[config.mk]
export PLATFORM = sky130hd
export DESIGN_NAME = branch_predict_unit
export DESIGN_NICKNAME = d
export VERILOG_FILES = /design/src/rtl/branch_predict_unit.sv
export SDC_FILE = /design/constraint.sdc
export NUM_CORES = 2
export LEC_CHECK = 0
export ABC_CLOCK_PERIOD_IN_PS = 14900
export CAP_MARGIN = 20
export CORE_UTILIZATION = 55
export DETAILED_ROUTE_END_ITERATION = 10
export PLACE_DENSITY = 0.74
export SYNTH_ARGS = -nofsm -noshare
export SYNTH_HDL_FRONTEND = slang
export SYNTH_SLANG_ARGS = --single-unit
[constraint.sdc]
create_clock -name CLK -period 14.9 [get_ports CLK]
set_clock_uncertainty 0.1 [all_clocks]
set_input_delay 2.98 -clock CLK [delete_from_list [all_inputs] [get_ports CLK]]
set_output_delay 2.98 -clock CLK [all_outputs]
set_load 0.05 [all_outputs]
[src/rtl/branch_predict_unit.sv]
// Branch predictor: direct-mapped BTB with saturating direction counters, plus branch resolution.
// Latency: prediction is combinational (0 cycles); mispredict/redirect/outcome are registered (1 cycle).
// Backpressure: none; a resolve is accepted every cycle res_valid is high, fetch lookup is always available.
module branch_predict_unit #(
  parameter int WORD_W      = 32,
  parameter int BTB_ENTRIES = 16,
  parameter int CTR_W       = 2,
  parameter int STAT_W      = 32
) (
  input  logic              CLK,
  input  logic              RST,
  input  logic [WORD_W-1:0] fetch_pc,
  output logic              pred_hit,
  output logic              pred_taken,
  output logic [WORD_W-1:0] pred_target,
  input  logic              res_valid,
  input  logic [1:0]        res_branch_type,
  input  logic [WORD_W-1:0] res_reg_a,
  input  logic [WORD_W-1:0] res_reg_b,
  input  logic [WORD_W-1:0] res_pc,
  input  logic [WORD_W-1:0] res_imm,
  input  logic              res_pred_taken,
  input  logic [WORD_W-1:0] res_pred_target,
  output logic              branch_outcome,
  output logic              mispredict,
  output logic [WORD_W-1:0] redirect_pc,
  output logic [STAT_W-1:0] stat_branches,
  output logic [STAT_W-1:0] stat_mispredicts
);

  localparam int IDX_W = $clog2(BTB_ENTRIES);
  localparam int TAG_W = WORD_W - IDX_W - 2;

  localparam logic [CTR_W-1:0] CTR_ONE = CTR_W'(1);
  localparam logic [CTR_W-1:0] CTR_MAX = '1;
  localparam logic [CTR_W-1:0] CTR_WT  = CTR_ONE << (CTR_W - 1);
  localparam logic [CTR_W-1:0] CTR_WNT = CTR_WT - CTR_ONE;
  localparam logic [STAT_W-1:0] STAT_ONE = STAT_W'(1);

  localparam logic [1:0] BT_BEQ = 2'b00;
  localparam logic [1:0] BT_BNE = 2'b01;
  localparam logic [1:0] BT_BLT = 2'b10;

  // BTB storage
  logic              valid_q  [BTB_ENTRIES];
  logic [TAG_W-1:0]  tag_q    [BTB_ENTRIES];
  logic [WORD_W-1:0] target_q [BTB_ENTRIES];
  logic [CTR_W-1:0]  ctr_q    [BTB_ENTRIES];

  // Registered resolution results and statistics
  logic              outcome_q, outcome_d;
  logic              mis_q, mis_d;
  logic [WORD_W-1:0] redirect_q, redirect_d;
  logic [STAT_W-1:0] br_cnt_q, br_cnt_d;
  logic [STAT_W-1:0] mp_cnt_q, mp_cnt_d;

  // Fetch-side lookup fields; the two byte-offset bits never take part
  logic [IDX_W-1:0] f_idx;
  logic [TAG_W-1:0] f_tag;
  logic             unused_fetch_lsb;
  assign f_idx            = fetch_pc[IDX_W+1:2];
  assign f_tag            = fetch_pc[WORD_W-1:IDX_W+2];
  assign unused_fetch_lsb = ^fetch_pc[1:0];

  // Resolve-side fields
  logic [IDX_W-1:0]  r_idx;
  logic [TAG_W-1:0]  r_tag;
  logic              r_hit;
  logic              res_taken;
  logic              res_mis;
  logic [WORD_W-1:0] res_target;
  logic [WORD_W-1:0] res_fall;
  assign r_idx      = res_pc[IDX_W+1:2];
  assign r_tag      = res_pc[WORD_W-1:IDX_W+2];
  assign r_hit      = valid_q[r_idx] && (tag_q[r_idx] == r_tag);
  assign res_target = res_pc + res_imm;
  assign res_fall   = res_pc + WORD_W'(4);

  // Next-state of the single entry a resolve may touch
  logic              ent_we;
  logic [TAG_W-1:0]  ent_tag_d;
  logic [WORD_W-1:0] ent_target_d;
  logic [CTR_W-1:0]  ent_ctr_d;

  // Zero-latency prediction straight from the table; same-cycle updates are not bypassed
  always_comb begin
    pred_hit    = valid_q[f_idx] && (tag_q[f_idx] == f_tag);
    pred_taken  = pred_hit && ctr_q[f_idx][CTR_W-1];
    pred_target = pred_hit ? target_q[f_idx] : '0;
  end

  // Branch condition evaluation and mispredict detection
  always_comb begin
    res_taken = 1'b0;
    case (res_branch_type)
      BT_BEQ:  res_taken = (res_reg_a == res_reg_b);
      BT_BNE:  res_taken = (res_reg_a != res_reg_b);
      BT_BLT:  res_taken = ($signed(res_reg_a) < $signed(res_reg_b));
      default: res_taken = ($signed(res_reg_a) >= $signed(res_reg_b));
    endcase
    res_mis = (res_taken != res_pred_taken) ||
              (res_taken && (res_pred_target != res_target));
  end

  // Entry update: train on a hit, allocate only on a taken miss
  always_comb begin
    ent_we       = 1'b0;
    ent_tag_d    = tag_q[r_idx];
    ent_target_d = target_q[r_idx];
    ent_ctr_d    = ctr_q[r_idx];
    if (res_valid) begin
      if (r_hit) begin
        ent_we = 1'b1;
        if (res_taken) begin
          ent_target_d = res_target;
          if (ctr_q[r_idx] != CTR_MAX) ent_ctr_d = ctr_q[r_idx] + CTR_ONE;
        end else if (ctr_q[r_idx] != '0) begin
          ent_ctr_d = ctr_q[r_idx] - CTR_ONE;
        end
      end else if (res_taken) begin
        ent_we       = 1'b1;
        ent_tag_d    = r_tag;
        ent_target_d = res_target;
        ent_ctr_d    = CTR_WT;
      end
    end
  end

  // Redirect/outcome hold when idle, mispredict is a single-cycle pulse; stats saturate
  always_comb begin
    outcome_d  = outcome_q;
    redirect_d = redirect_q;
    mis_d      = 1'b0;
    br_cnt_d   = br_cnt_q;
    mp_cnt_d   = mp_cnt_q;
    if (res_valid) begin
      outcome_d  = res_taken;
      redirect_d = res_taken ? res_target : res_fall;
      mis_d      = res_mis;
      if (br_cnt_q != '1) br_cnt_d = br_cnt_q + STAT_ONE;
      if (res_mis && (mp_cnt_q != '1)) mp_cnt_d = mp_cnt_q + STAT_ONE;
    end
  end

  // BTB table state; reset clears every entry to invalid / weakly not taken
  always_ff @(posedge CLK) begin
    if (RST) begin
      for (int i = 0; i < BTB_ENTRIES; i++) begin
        valid_q[i]  <= 1'b0;
        tag_q[i]    <= '0;
        target_q[i] <= '0;
        ctr_q[i]    <= CTR_WNT;
      end
    end else if (ent_we) begin
      valid_q[r_idx]  <= 1'b1;
      tag_q[r_idx]    <= ent_tag_d;
      target_q[r_idx] <= ent_target_d;
      ctr_q[r_idx]    <= ent_ctr_d;
    end
  end

  // Resolution result and statistics registers
  always_ff @(posedge CLK) begin
    if (RST) begin
      outcome_q  <= 1'b0;
      mis_q      <= 1'b0;
      redirect_q <= '0;
      br_cnt_q   <= '0;
      mp_cnt_q   <= '0;
    end else begin
      outcome_q  <= outcome_d;
      mis_q      <= mis_d;
      redirect_q <= redirect_d;
      br_cnt_q   <= br_cnt_d;
      mp_cnt_q   <= mp_cnt_d;
    end
  end

  assign branch_outcome   = outcome_q;
  assign mispredict       = mis_q;
  assign redirect_pc      = redirect_q;
  assign stat_branches    = br_cnt_q;
  assign stat_mispredicts = mp_cnt_q;

endmodule

==> flow_metrics.tcl <==
set metrics [dict create \
    critPathSlowestCell "clkdlybuf4s50_1" \
    core_area_sq_um 98300 \
    synth-seq-cells 1074 \
    grt_max_degree 106 \
    ys_types 77 \
    die-area_sq_um 100000 \
    setup_viol 0 \
    status "finished, final reports clean" \
    die_h_um 317 \
    synth.cell_area_sq_um 54500 \
    multi_input_area_sq_um 21800 \
    cts.sinks 1074 \
    track_usage_pct 33.3 \
    htree_levels 3 \
    gr-usage-met2_pct 53.0 \
    num_vias 38100 \
    path_cells "buf_8 -> buf_12 -> mux4_2 -> mux4_2 -> xnor2_1 -> nand4_1 -> nor4_2 -> buf_4 -> and3_1 -> clkdlybuf4s50_1" \
    worstPathRequired_ps 11820 \
    crit_path_max_fanout 105 \
    cts_setup_buffers 0 \
    path_clk_slew_ps 60 \
    finalHoldViolCount 0 \
    wl_per_cell_um 29.4 \
    grt_pass1_wl_um 241000 \
    worst_skew_pair.late_latency_ps 710 \
    cts.repair.resized 0 \
    fmax_ghz 0.0923 \
    instances_no_fill 5716 \
    critical_path.max_stage_delay_ps 810 \
    layout.nets 4600 \
    worstSetupPathType "primary input to primary output" \
    yosysTopAreaCellShare_pct 52.9 \
    worst_pin_slew_ps 1210 \
    initial_core_util_pct 55.5 \
    clock_path_buffers 3 \
    relSlewSlack_pct 19.1 \
    ios 330 \
    seq_area_sq_um 31100 \
    top_usage_layer "met2" \
    wl_um 168000 \
    crit_family "buffers and inverters" \
    routabilityCongestion 0.926 \
    critPathCaptureType "primary output" \
    hpwl_um 103000 \
    ant_nets 0 \
    layout_common_cells "1063 x nor2_1, 960 x edfxtp_1, 445 x mux4_2" \
    clock_tree.root_cell "clkbuf_16" \
    ctsHoldBuffers 0 \
    cts_buffers 107 \
    period_share_pct 72.7 \
    dr.pass1.iters 8 \
    drive_gt1_share_pct 18.4 \
    cellLeakagePower_nw 21.5 \
    gr-usage-met3_pct 6.85 \
    cp_common_cell "mux4_2" \
    mostFrequentLayoutCell "nor2_1" \
    numPortBuffers 327 \
    synth.net_count 4379 \
    seq_area_frac_synth_pct 57.1 \
    synth_edf_count 960 \
    die_w_um 317 \
    ys_warn_count 0 \
    rows 115 \
    peakVddDrop_uv 106 \
    async_flop_share_pct 0 \
    use_met1_pct 43.9 \
    cts_tree "built" \
    critical_path_arrival_ps 7750 \
    fin_crit_ps 10830 \
    slew_violations 0 \
    yosys.area.top_type "edfxtp_1" \
    rsz0062_at_grt "false" \
    antenna_found_initial 12 \
    vias_per_cell 6.66 \
    syn-instance-count 4111 \
    finalSetupTns_ps 0 \
    syn2layout_area_growth_pct 15.1 \
    power_density_nw_per_um2 115 \
    synthTopCellsByArea "edfxtp_1 53%, mux4_2 18%, nor2_1 7.3%" \
    max_cap_violations 0 \
    grt_pass1_vias 36800 \
    n_fill_cell 7178 \
    avgSynthCellArea_sq_um 13.3 \
    cp.buffers_inverters 4 \
    drc_errors 0 \
    worstHoldPathType "flip-flop to flip-flop" \
    drtIter0Drc 5740 \
    placedCellCount 5496 \
    ys.flop_type "edfxtp_1" \
    cp-start-kind "primary input" \
    overflow 0 \
]
power breakdown:
group | switching, mW | internal, mW | total, mW | leakage [nW]
sequential | 0.0555 | 3.42 | 3.47 | 10.4
clock | 1.19 | 1.49 | 2.68 | 1.68
combinational | 0.670 | 0.418 | 1.09 | 9.47
total | 1.92 | 5.32 | 7.23 | 21.5
state kept, by name (all words and copies together) (netlist names):
register and cells:
redirect_pc 32, ctr_q 32, target_q 512, branch_outcome 1, valid_q 16, stat_mispredicts 32, tag_q 416, mispredict 1
stat_branches 32
metrics by stage:
step	instance area, sq um	power (mW)	util, %	setup WS [ps]	hold WS [ps]
5_1_grt	62700	7.41	63.8	3780	401
3_3_place_gp	59000	4.56	60.0	4090	365
4_1_cts	62500	7.21	63.6	4000	384
3_5_place_dp	59000	4.59	60.1	4020	371
2_1_floorplan	54500	4.19	-	5400	352
6_report	62700	7.23	63.8	4070	385
path summary, 6_finish.rpt:
| kind | start | to | slack, ps | cells past startpoint |
|---|---|---|---|---|
| max | fetch_pc[2] | pred_target[9] | 4070 | 10 |
| min | valid_q[10] | valid_q[10] | 380 | 2 |
| max reg2reg | tag_q[11][9] | tag_q[14][4] | 8580 | 11 |
| min reg2reg | valid_q[10] | valid_q[10] | 380 | 2 |
worst register-to-register path, cell delays in order, from the launching register on:
cell and delay, ps:
edfxtp_1 380, mux4_2 490, mux4_2 490, xnor2_1 340, nand4_1 210, nor3_2 470, nand3_1 260, a21oi_2 810
nand2_1 950, buf_4 550, nand2b_2 310, buf_4 550
cell type report:
class	count	share of cell area, %
sequential	1074	49.6
multi-input combinational	2614	34.8
timing repair buffer	461	7.07
clock buffer	132	4.48
tap	1287	2.57
clock inverter	68	0.999
inverter	74	0.443
antenna	6	0.0239
synth_stat cells, drive strengths merged (54+ instances only):
cell / n
a21oi: 96
inv: 72
ha: 69
nand3: 103
dfxtp: 114
xnor2: 116
and3: 75
nand2: 135
mux4: 445
buf: 108
mux2i: 54
o21ai: 92
clkbuf: 241
nor2: 1063
edfxtp: 960
metal layers:
metal	wire, um	vias to the layer above
met5	13	-
li1	-	15800
met1	58500	18900
met3	20500	551
met4	9690	2
met2	79300	2824
cells by family after synthesis:
kind of cell	share of synthesized area [%]
compound gates	3.33
mux	19.6
flops	57.1
buf+inv	3.20
simple gates	12.5
fa+ha+maj	1.62
xor+xnor	2.66
Note: power is estimated with default switching activity, not from simulation.
